[src/rtl/cia_tod_ctrl.sv]
// ---------------------------------------------------------------------------
// cia_tod_ctrl -- CIA Time Of Day sequencer
//
// Owns the live TOD time (BCD tenths/sec/min/hr + AM/PM), the alarm
// registers, the read latch and the run/halt state. The 50/60 Hz TOD pin is
// prescaled to tenths of a second, the time counts in BCD and a one-cycle
// ALRM pulse is raised when the live time becomes equal to the alarm.
//
// Ports:
//   clk        core clock
//   res_n      asynchronous active-low reset
//   chip       0 = MOS6526, 1 = MOS8521 (6526 flips AM/PM on a 12 o'clock write)
//   tod_pin    TOD pin, already synchronised to clk
//   todin      1 = 50 Hz pin, 0 = 60 Hz pin
//   alarm_sel  1 = register writes go to the alarm instead of the time
//   we, re     one-cycle register write / read strobes
//   addr       0 = 10ths, 1 = sec, 2 = min, 3 = hr
//   data_i     write data
//   data_o     read data (combinational)
//   alrm       one-cycle alarm pulse to the ICR
//   halted     counter halted (status/debug)
// ---------------------------------------------------------------------------
module cia_tod_ctrl #(
  parameter int PRESCALE_W = 3
) (
  input  logic       clk,
  input  logic       res_n,
  input  logic       chip,
  input  logic       tod_pin,
  input  logic       todin,
  input  logic       alarm_sel,
  input  logic       we,
  input  logic       re,
  input  logic [1:0] addr,
  input  logic [7:0] data_i,
  output logic [7:0] data_o,
  output logic       alrm,
  output logic       halted
);

  localparam logic            CHIP_MOS6526 = 1'b0;
  // Bits that exist in each register byte; everything else reads as zero.
  localparam logic [3:0][7:0] FIELD_MASK   = {8'h9F, 8'h7F, 8'h7F, 8'h0F};

  // Low BCD digit: 9 wraps to 0 with carry, anything else (including
  // invalid digits) counts in plain 4-bit binary. Result is {carry, next}.
  function automatic logic [4:0] step_lo(input logic [3:0] d);
    if (d == 4'd9) step_lo = 5'b1_0000;
    else           step_lo = {1'b0, d + 4'd1};
  endfunction

  // High digit of sec/min: 5 wraps to 0 with carry, else 3-bit binary.
  function automatic logic [3:0] step_hi(input logic [2:0] d);
    if (d == 3'd5) step_hi = 4'b1_000;
    else           step_hi = {1'b0, d + 3'd1};
  endfunction

  // Hour step on a minute carry: returns {pm, hh, hl}.
  function automatic logic [5:0] step_hr(input logic pm, input logic hh,
                                         input logic [3:0] hl);
    if (!hh && hl == 4'd9)     step_hr = {pm, 1'b1, 4'd0};
    else if (hh && hl == 4'd1) step_hr = {~pm, 1'b1, 4'd2};
    else if (hh && hl == 4'd2) step_hr = {pm, 1'b0, 4'd1};
    else                       step_hr = {pm, hh, hl + 4'd1};
  endfunction

  logic [3:0]            ten_t;
  logic [2:0]            sec_sh;
  logic [3:0]            sec_sl;
  logic [2:0]            min_sh;
  logic [3:0]            min_sl;
  logic                  hr_pm;
  logic                  hr_hh;
  logic [3:0]            hr_hl;
  logic [PRESCALE_W-1:0] pre;
  logic                  tod_pin_p1;
  logic                  latched;
  logic                  match_p1;
  logic [3:0][7:0]       alm_b;
  logic [3:0][7:0]       latch_b;
  logic [3:0][7:0]       live_b;

  logic                  tod_edge;
  logic                  tick;
  logic                  time_we;
  logic                  match;
  logic [PRESCALE_W-1:0] limit;
  logic                  c_t, c_sl, c_sh, c_ml, c_mh;
  logic [3:0]            t_inc, sl_inc, ml_inc;
  logic [2:0]            sh_inc, mh_inc;
  logic [5:0]            hr_inc;
  logic                  rip_sh, rip_ml, rip_mh, rip_hr;

  assign live_b = {{hr_pm, 2'b00, hr_hh, hr_hl},
                   {1'b0, min_sh, min_sl},
                   {1'b0, sec_sh, sec_sl},
                   {4'h0, ten_t}};

  assign limit    = todin ? PRESCALE_W'(4) : PRESCALE_W'(5);
  assign tod_edge = tod_pin & ~tod_pin_p1;
  // ">=" so that a todin change with the prescaler already at 5 still ticks.
  assign tick     = tod_edge & ~halted & (pre >= limit);
  assign time_we  = we & ~alarm_sel;
  assign match    = (live_b == alm_b);
  assign data_o   = latched ? latch_b[addr] : live_b[addr];

  assign {c_t,  t_inc}  = step_lo(ten_t);
  assign {c_sl, sl_inc} = step_lo(sec_sl);
  assign {c_sh, sh_inc} = step_hi(sec_sh);
  assign {c_ml, ml_inc} = step_lo(min_sl);
  assign {c_mh, mh_inc} = step_hi(min_sh);
  assign hr_inc         = step_hr(hr_pm, hr_hh, hr_hl);

  assign rip_sh = c_t & c_sl;
  assign rip_ml = rip_sh & c_sh;
  assign rip_mh = rip_ml & c_ml;
  assign rip_hr = rip_mh & c_mh;

  // Stage p0 -> p1: pin edge history, prescaler, run state and live time.
  // A time write wins over a tick in the same cycle; the tick is lost.
  always_ff @(posedge clk or negedge res_n) begin
    if (!res_n) begin
      tod_pin_p1 <= 1'b0;
      pre        <= '0;
      halted     <= 1'b1;
      ten_t      <= 4'd0;
      sec_sh     <= 3'd0;
      sec_sl     <= 4'd0;
      min_sh     <= 3'd0;
      min_sl     <= 4'd0;
      hr_pm      <= 1'b0;
      hr_hh      <= 1'b0;
      hr_hl      <= 4'd1;
    end else begin
      tod_pin_p1 <= tod_pin;
      if (halted)        pre <= '0;
      else if (tod_edge) pre <= (pre >= limit) ? '0 : pre + PRESCALE_W'(1);
      if (time_we) begin
        case (addr)
          2'd0: begin
            ten_t  <= data_i[3:0];
            halted <= 1'b0;
            pre    <= '0;
          end
          2'd1: begin
            sec_sh <= data_i[6:4];
            sec_sl <= data_i[3:0];
          end
          2'd2: begin
            min_sh <= data_i[6:4];
            min_sl <= data_i[3:0];
          end
          default: begin
            hr_pm  <= (chip == CHIP_MOS6526 && data_i[4:0] == 5'h12) ?
                      ~data_i[7] : data_i[7];
            hr_hh  <= data_i[4];
            hr_hl  <= data_i[3:0];
            halted <= 1'b1;
          end
        endcase
      end else if (tick) begin
        ten_t <= t_inc;
        if (c_t)    sec_sl <= sl_inc;
        if (rip_sh) sec_sh <= sh_inc;
        if (rip_ml) min_sl <= ml_inc;
        if (rip_mh) min_sh <= mh_inc;
        if (rip_hr) {hr_pm, hr_hh, hr_hl} <= hr_inc;
      end
    end
  end

  // Stage p0 -> p1: alarm registers, read-latch flag and alarm edge detect.
  always_ff @(posedge clk or negedge res_n) begin
    if (!res_n) begin
      alm_b    <= '0;
      latched  <= 1'b0;
      match_p1 <= 1'b0;
      alrm     <= 1'b0;
    end else begin
      if (we && alarm_sel) alm_b[addr] <= data_i & FIELD_MASK[addr];
      if (re && addr == 2'd3 && !latched) latched <= 1'b1;
      else if (re && addr == 2'd0)        latched <= 1'b0;
      match_p1 <= match;
      alrm     <= match & ~match_p1;
    end
  end

  // Latch contents are only visible while latched is set, which always
  // follows a capture, so they need no reset.
  always_ff @(posedge clk) begin
    if (re && addr == 2'd3 && !latched) latch_b <= live_b;
  end

endmodule

[config.mk]
export PLATFORM = sky130hd
export DESIGN_NAME = cia_tod_ctrl
export DESIGN_NICKNAME = d
export VERILOG_FILES = /design/src/rtl/cia_tod_ctrl.sv
export SDC_FILE = /design/constraint.sdc
export NUM_CORES = 1
export LEC_CHECK = 0
export BUFFER_PORTS_ARGS = -buffer_cell sky130_fd_sc_hd__buf_2
export CAP_MARGIN = 15
export CORE_ASPECT_RATIO = 0.8
export CORE_MARGIN = 2
export CORE_UTILIZATION = 62
export CTS_BUF_LIST = sky130_fd_sc_hd__clkbuf_8
export DETAILED_ROUTE_END_ITERATION = 16
export PLACE_DENSITY = 0.9
export REMOVE_ABC_BUFFERS = 1
export SETUP_SLACK_MARGIN = 0.15
export SKIP_LAST_GASP = 1
export SYNTH_ARGS = -nofsm -noshare
export SYNTH_HDL_FRONTEND = slang
export SYNTH_SLANG_ARGS = --single-unit
export TNS_END_PERCENT = 1
[constraint.sdc]
create_clock -name clk -period 2.47 [get_ports clk]
set_input_delay 0.6175 -clock clk [delete_from_list [all_inputs] [get_ports clk]]
set_output_delay 0.6175 -clock clk [all_outputs]
set_load 0.02 [all_outputs]
== Word level (Yosys, flattened, before mapping) ==
Index checks and enable logic that the tools add are counted.

* Add/subtract/negate cells: 7
* Magnitude comparators: 3
* Equality and inequality tests: 18
* Multiplexer cells: 59
* Bitwise operators: 18
* Reductions and logical operators: 32

{| class="wikitable"
|+ Operators with widths
! cell !! number
|-
| $mux W4 || 17
|-
| $bmux W8 S2 || 3
|-
| $mux W8 || 5
|-
| $mux W3 || 13
|-
| $bwmux W32 || 1
|-
| $eq A32 B32 Y1 || 1
|-
| $mux W5 || 4
|-
| $add A4 B1 Y4 const B || 4
|-
| $demux W8 S2 || 1
|-
| $eq A4 B4 Y1 const B || 4
|-
| $reduce_bool A2 Y1 || 8
|-
| $reduce_and A3 Y1 || 5
|-
| $mux W1 || 12
|-
| $mux W6 || 2
|-
| $add A3 B1 Y3 const B || 3
|-
| $and A1 B1 Y1 || 9
|-
| $logic_and A1 B1 Y1 || 9
|-
| $and A8 B8 Y8 || 1
|-
| $not A1 Y1 || 8
|-
| $eq A3 B3 Y1 const B || 2
|-
| $ne A2 B1 Y1 const B || 3
|-
| $eq A5 B5 Y1 const B || 1
|-
| $reduce_and A5 Y1 || 1
|-
| $eq A2 B2 Y1 const B || 2
|-
| other kinds (15) || 18
|}

* Register bits after elaboration: 88
* Bits of input ports: 18
* Output and inout bits: 10
* Word-level logic and storage cells: 159

== Longest topological paths before layout ==
Gate-level depths: netlist of the first run.

* Word-level depth: 9
* Depth in mapped cells: 8
* Depth with buffers taken out: 7

== Least setup slack after synthesis of the first run ==
OpenSTA, ideal clock, no wires.

* Kind: input port to output port
* Start point: input addr[1]
* End point: output data_o[5]
* Arrival: 1.777 ns
* Data required time: 1.852 ns
* Path slack: 0.075 ns
* Stages: 5
* Path buffers: 1
* Cell sequence: clkbuf_1 inv_1 nor2_1 a22oi_1 a21oi_1

* Cells in the longest elaborated chain, start to end: 3
* Elaborated cells on any way between the ends: 5
* Classes of those cells: 5 x mux

{| class="wikitable"
|+ Ends and longest elaborated chain
! what !! line !! RTL
|-
| start, declared || 34 || <nowiki>input logic [1:0] addr,</nowiki>
|-
| $bmux W8 S2 || 105 || <nowiki>assign data_o = latched ? latch_b[addr] : live_b[addr];</nowiki>
|-
| $mux W8 (not written as such) || 105 ||
|-
| $mux W8 * || 105 ||
|-
| end, declared || 36 || <nowiki>output logic [7:0] data_o,</nowiki>
|}

Every way passes the cells marked *; elsewhere a longest branch is shown, timed or not. The select of a mux whose other input is x is not followed.

== Final worst setup path of the first run ==
* Start point: input addr[0]
* End point: output data_o[3]

The elaborated chain is that of the path after synthesis.

==> impl_metrics.toml, run 1 <==
[floorplan]
num_rows = 28
dieArea_um2 = 8104
coreArea_um2 = 7287
die_h_um = 80.92
die_x_um = 100.2
start_util_pct = 62.93
ios = 28

[final_layout]
nets = 500
final_common_cell = "dfrtp_1"
layout_common_cells = "dfrtp_1 (56), o21ai_0 (42), buf_4 (40)"
final-seq-area_um2 = 2332
fin_cells = 568
multi_input_area_um2 = 2098
synthToLayoutAreaGrowth_pct = 15.80
fillers = 495
insertedDiodeCount = 0
drive_gt1_share_pct = 27.62

[placement]
place_congestion = 0.9253
place_ws_ps = 18.55
io_buffers = 27
place_inst = 540
dp_hpwl_um = 8137

[worst_setup_path]
crit_path_start = "addr[0]"
critPathTopFamily = "multiplexers"
cp_slowest_stage_delay_ps = 490
critical_path_arrival_ps = 1740
r2r_slack_ps = 310
r2r-start = "pre[0]"
crit_path_end_kind = "output pin"
crit_end = "data_o[3]"
r2r-end = "hr_pm"
slowest_stage = "mux4_2"
worstSetupPathDepth = 5
critical_path.max_fanout = 4
worstSetupPathType = "primary input to output pin"
cp_num_buf_inv = 3
path_cells = "buf_8 > buf_12 > mux4_2 > mux2_2 > buf_2"
cp-start-kind = "primary input"
required_ps = 1850
rr_worst_depth = 8

[timing]
setup_ws_ps = 115.0
slew_violations = 0
tightestPinTransition_ps = 502.2
clock_skew_ps = 10.19
setup_tns_ps = 0
rsz0062_at_grt = "true"
finalSetupViolCount = 0
fmax_mhz = 424.6
holdWs_ps = 245.0
max-slew-margin-rel_pct = 66.42
period_share_pct = 95.35
finalHoldViolCount = 0
fin_crit_ps = 2355

[logic_synthesis]
synth_top_area_share_pct = 33.83
syn_area_um2 = 4586
synth_flop_cell = "dfrtp_1"
synth_top_cell_by_area = "dfrtp_1"
syn_avg_cell_area_um2 = 11.02
ys_top_cells_by_area = "dfrtp_1 (34%), edfxtp_1 (16%), xor2_1 (4.8%)"
async_reset_ff_share_pct = 72.73
syn_inst = 416
synth-edff-count = 24
yosysUniqueCellTypes = 61
yosysSeqAreaShare_pct = 50.70
synth.ff_latch_count = 88
ys_warn_count = 0

[clock_network]
clk_pin_slew_ps = 80
cts-root-buf = "clkbuf_8"
cts.htree.levels = 3
holdBufCountCts = 0
cts_sinks = 88
cts_tree = "built"
clk-insertion-delay-late_ps = 370
cts.path.max_buffers = 2
numCtsBuffers = 9

[flow_run]
maxCapViolations = 0

[route]
ant_nets = 0
remaining_drc_errors = 0
vias_per_cell = 6.419
detail_route.wl_per_cell_um = 19.93
drt_iter0_markers = 470
num_vias = 3646
dr.pass1.iters = 5
wirelength_um = 11320

[pwr]
power_density_nw_per_um2 = 884.5
ir_drop_uv = 498.2
power.static_leakage_uw = 0.002303

[global_routing]
grt_pass1_vias = 3480
track_usage_pct = 29.75
overflow = 0
grt_pass1_wl_um = 17880
grt_max_degree = 65
antenna_found_initial = 0

[min_path]
min_path_type = "primary input to async pin"

[run_status]
status = "finished clean"
layer usage:
metal	share of wire (%)	track usage (%)	vias to the layer above	wire length (µm)
met5	0	0	-	0
met1	42	41.64	1767	4722
met4	2.0	10.96	0	230
met3	10	7.315	26	1149
li1	-	-	1637	-
met2	46	45.77	216	5221
stage by stage:
stage / total power (µW) / area [µm²] / utilization, %
2_1_floorplan: 2906 / 4463 / -
3_3_place_gp: 3391 / 4976 / 68.29
3_5_place_dp: 3474 / 4976 / 68.29
4_1_cts: 4539 / 5195 / 71.29
5_1_grt: 4916 / 5310 / 72.87
6_report: 4697 / 5310 / 72.87
registers in the layout (all words and copies together) (netlist names), 3 cells and up:
signal,flops
min_sh,3
ten_t,4
alm_b,32
hr_hl,4
sec_sh,3
pre,3
latch_b,24
min_sl,4
sec_sl,4
cells by family (layout without fill, tap and decap cells):
logic type               count (synthesis)  count (layout)  share of synthesized area (%)
buffers and inverters                   36              98                          3.738
multiplexers                            30              30                          9.605
AO/OA/AOI/OAI                          109             109                          14.62
AND/OR/NAND/NOR                        115             115                          13.34
flip-flops                              88              88                          50.70
XOR/XNOR                                29              29                          5.539
adder cells (fa/ha/maj)                  9               9                          2.456
power breakdown:
group | total (µW) | internal, µW | switching, µW
Clock | 1070 | 563 | 508
Sequential | 2070 | 1810 | 259
Combinational | 1560 | 735 | 823
cells in the mapped netlist (all sizes together) (7+ instances only):
master and n:
nor3 7, nand3 9, buf 10, mux4 9, ha 9, nor2 19
inv 13, clkbuf 13, o21ai 43, nor4 9, dfrtp 62, mux2 19
a21oi 29, xor2 25, edfxtp 24, nand2 38
worst register-to-register path, cell delays in order (launching register included):
cell and delay [ps]:
dfrtp_1 400, inv_1 60, ha_1 270, or3b_1 480, and4_4 200, o221ai_1 180, buf_4 210, a21oi_1 60
o22a_1 190
layout make-up:
| cell class | instances | share of cell area, % |
|---|---|---|
| clock buffers | 9 | 2.333 |
| clock inverters | 7 | 1.649 |
| inverters | 13 | 0.9189 |
| multi-input cells | 292 | 39.51 |
| flip-flops and latches | 88 | 43.92 |
| well taps | 90 | 2.121 |
| repair buffers | 69 | 9.543 |
worst min path at each step:
stage / startpoint / end / slack (ps)
3_3_place_gp: match_p1 / alrm / 400
2_1_floorplan: res_n / alm_b[0] / 320
4_1_cts: res_n / sec_sh[0] / 260
3_5_place_dp: match_p1 / alrm / 400
5_1_grt: res_n / min_sl[2] / 270
6_report: res_n / ten_t[1] / 250
what timing repair did:
action,in CTS,in global routing
resized for setup,4,11
setup endpoints to repair,7,8
setup buffers,0,12
cloned,0,0
Power figures use the tool's default switching activity.
==> run 2: changes to the inputs <==
--- a/config.mk
+++ b/config.mk
@@ -5,6 +5,7 @@
 export SDC_FILE = /design/constraint.sdc
 export NUM_CORES = 1
 export LEC_CHECK = 0
+export ABC_CLOCK_PERIOD_IN_PS = 2900
 export BUFFER_PORTS_ARGS = -buffer_cell sky130_fd_sc_hd__buf_2
 export CAP_MARGIN = 15
 export CORE_ASPECT_RATIO = 0.8
==> constraint.sdc (replaced) <==
create_clock -name clk -period 2.9 [get_ports clk]
set_input_delay 0.725 -clock clk [delete_from_list [all_inputs] [get_ports clk]]
set_output_delay 0.725 -clock clk [all_outputs]
set_load 0.1 [all_outputs]
==> run 2 against run 1 <==
Flip-flop and latch count unchanged. Die area unchanged. Largest cell class unchanged. Combinational power down 16%. Critical path type unchanged. Final cell count is 4.0% lower. Clock power down 29%. Count of clock-buffer cells in the layout unchanged. Total power fell by 17%.
==> impl_metrics.toml, run 2 (synthesis gave the netlist of run 1 again) <==
[timing]
max-slew-margin-rel_pct = 52.04
tightestPinTransition_ps = 719.5
fmax_mhz = 363.0
finalSetupViolCount = 0
holdWs_ps = 402.7
setup_ws_ps = 145.1
clock_skew_ps = 11.22
fin_crit_ps = 2755
slew_violations = 0
rsz0062_at_grt = "true"
finalHoldViolCount = 0
period_share_pct = 95.00

[placement]
dp_hpwl_um = 7988
place_ws_ps = -6.068
io_buffers = 27
place_congestion = 0.8985

[worst_setup_path]
rr_worst_depth = 7
worstSetupPathType = "primary input to output pin"
cp_slowest_stage_delay_ps = 540
critical_path.max_fanout = 9
critical_path_arrival_ps = 2030
required_ps = 2170
cp-start-kind = "primary input"
critPathTopFamily = "multiplexers"
slowest_stage = "mux4_2"
worstSetupPathDepth = 4
cp_num_buf_inv = 2
path_cells = "buf_4 > mux4_2 > mux2_2 > buf_2"
crit_path_end_kind = "output pin"

[clock_network]
holdBufCountCts = 0
cts-root-buf = "clkbuf_8"
cts.htree.levels = 3
numCtsBuffers = 9
clk_pin_slew_ps = 90
cts-resized-gates = 2
cts_setup_buffers = 0
cts_tree = "built"
cts_sinks = 88
cts.path.max_buffers = 2
clk-insertion-delay-late_ps = 370

[global_routing]
track_usage_pct = 29.39
grt_pass1_wl_um = 17750
grtUsageMet3_pct = 5.164
grt_max_degree = 32
grtUsageMet1_pct = 42.67
antenna_found_initial = 0
grt_pass1_vias = 3383
top_usage_layer = "met2"
overflow = 0
use_met2_pct = 45.70

[final_layout]
reg_top3 = "alm_b x32, latch_b x24"
nets = 477
layout_common_cells = "dfrtp_1 (62), o21ai_0 (42), nand2_1 (38)"
drive_gt1_share_pct = 22.86
insertedDiodeCount = 0
final_common_cell = "dfrtp_1"
largest_register = "alm_b"
largest_reg_flops = 32
synthToLayoutAreaGrowth_pct = 10.80

[route]
drt_iter0_markers = 310
detail_route.wl_per_cell_um = 20.02
num_vias = 3509
remaining_drc_errors = 0
ant_nets = 0
vias_per_cell = 6.439
wirelength_um = 10910
dr.pass1.iters = 5

[pwr]
power_density_nw_per_um2 = 770.0
power.static_leakage_uw = 0.002152
ir_drop_uv = 413.5

[floorplan]
num_rows = 28
start_util_pct = 62.93
dieArea_um2 = 8104
coreArea_um2 = 7287
ios = 28
die_x_um = 100.2
die_h_um = 80.92

[run_status]
status = "finished clean"

[flow_run]
maxCapViolations = 0

[min_path]
min_path_type = "primary input to async pin"
[run 2: report_power, final]
group / internal [µW] / switching [µW] / total, µW
clock network: 309 / 453 / 763
logic: 536 / 774 / 1310
registers: 1530 / 307 / 1840
total: 2380 / 1530 / 3910
[run 2: final timing paths]
path                       startpoint        end  slack (ps)
max                           addr[0]  data_o[0]         150
min                             res_n  min_sl[3]         400
min in group clk             match_p1       alrm         420
max reg2reg                    pre[0]   ten_t[2]         730
max in group asynchronous       res_n   alm_b[9]        1750
min reg2reg                  match_p1       alrm         420
[run 2: area by class of cell]
cell class                 count  area (µm²)
sequential                    88        2325
fill                         545        2206
multi-input combinational    292        2095
timing repair buffer          46       330.3
clock buffer                   9       123.9
tap                           90       112.6
inverter                      13       48.80
clock inverter                 7       46.29
[run 2: through the flow]
stage / utilization (%) / total power, µW / TNS, ps / instance area [µm²] / cells
3_5_place_dp: 67.26 / 3149 / -6.068 / 4901 / 529
3_3_place_gp: 67.26 / 3065 / 0 / 4901 / 529
2_1_floorplan: - / 2682 / -1539 / 4463 / 393
4_1_cts: 69.66 / 3908 / 0 / 5076 / 545
6_report: 69.73 / 3913 / 0 / 5081 / 545
5_1_grt: 69.73 / 4109 / 0 / 5081 / 545
[run 2: worst reg2reg max path, stage by stage (launching register included)]
cell and delay, ps:
dfrtp_1 390, inv_1 60, ha_1 260, or3b_1 490
and3_1 210, a21oi_1 340, a21oi_1 80, o22a_1 240
[run 2: routing by layer]
metal,wire length (µm),vias to the layer above
met3,869,21
li1,-,1588
met2,5159,178
met5,0,-
met1,4682,1722
met4,199,0
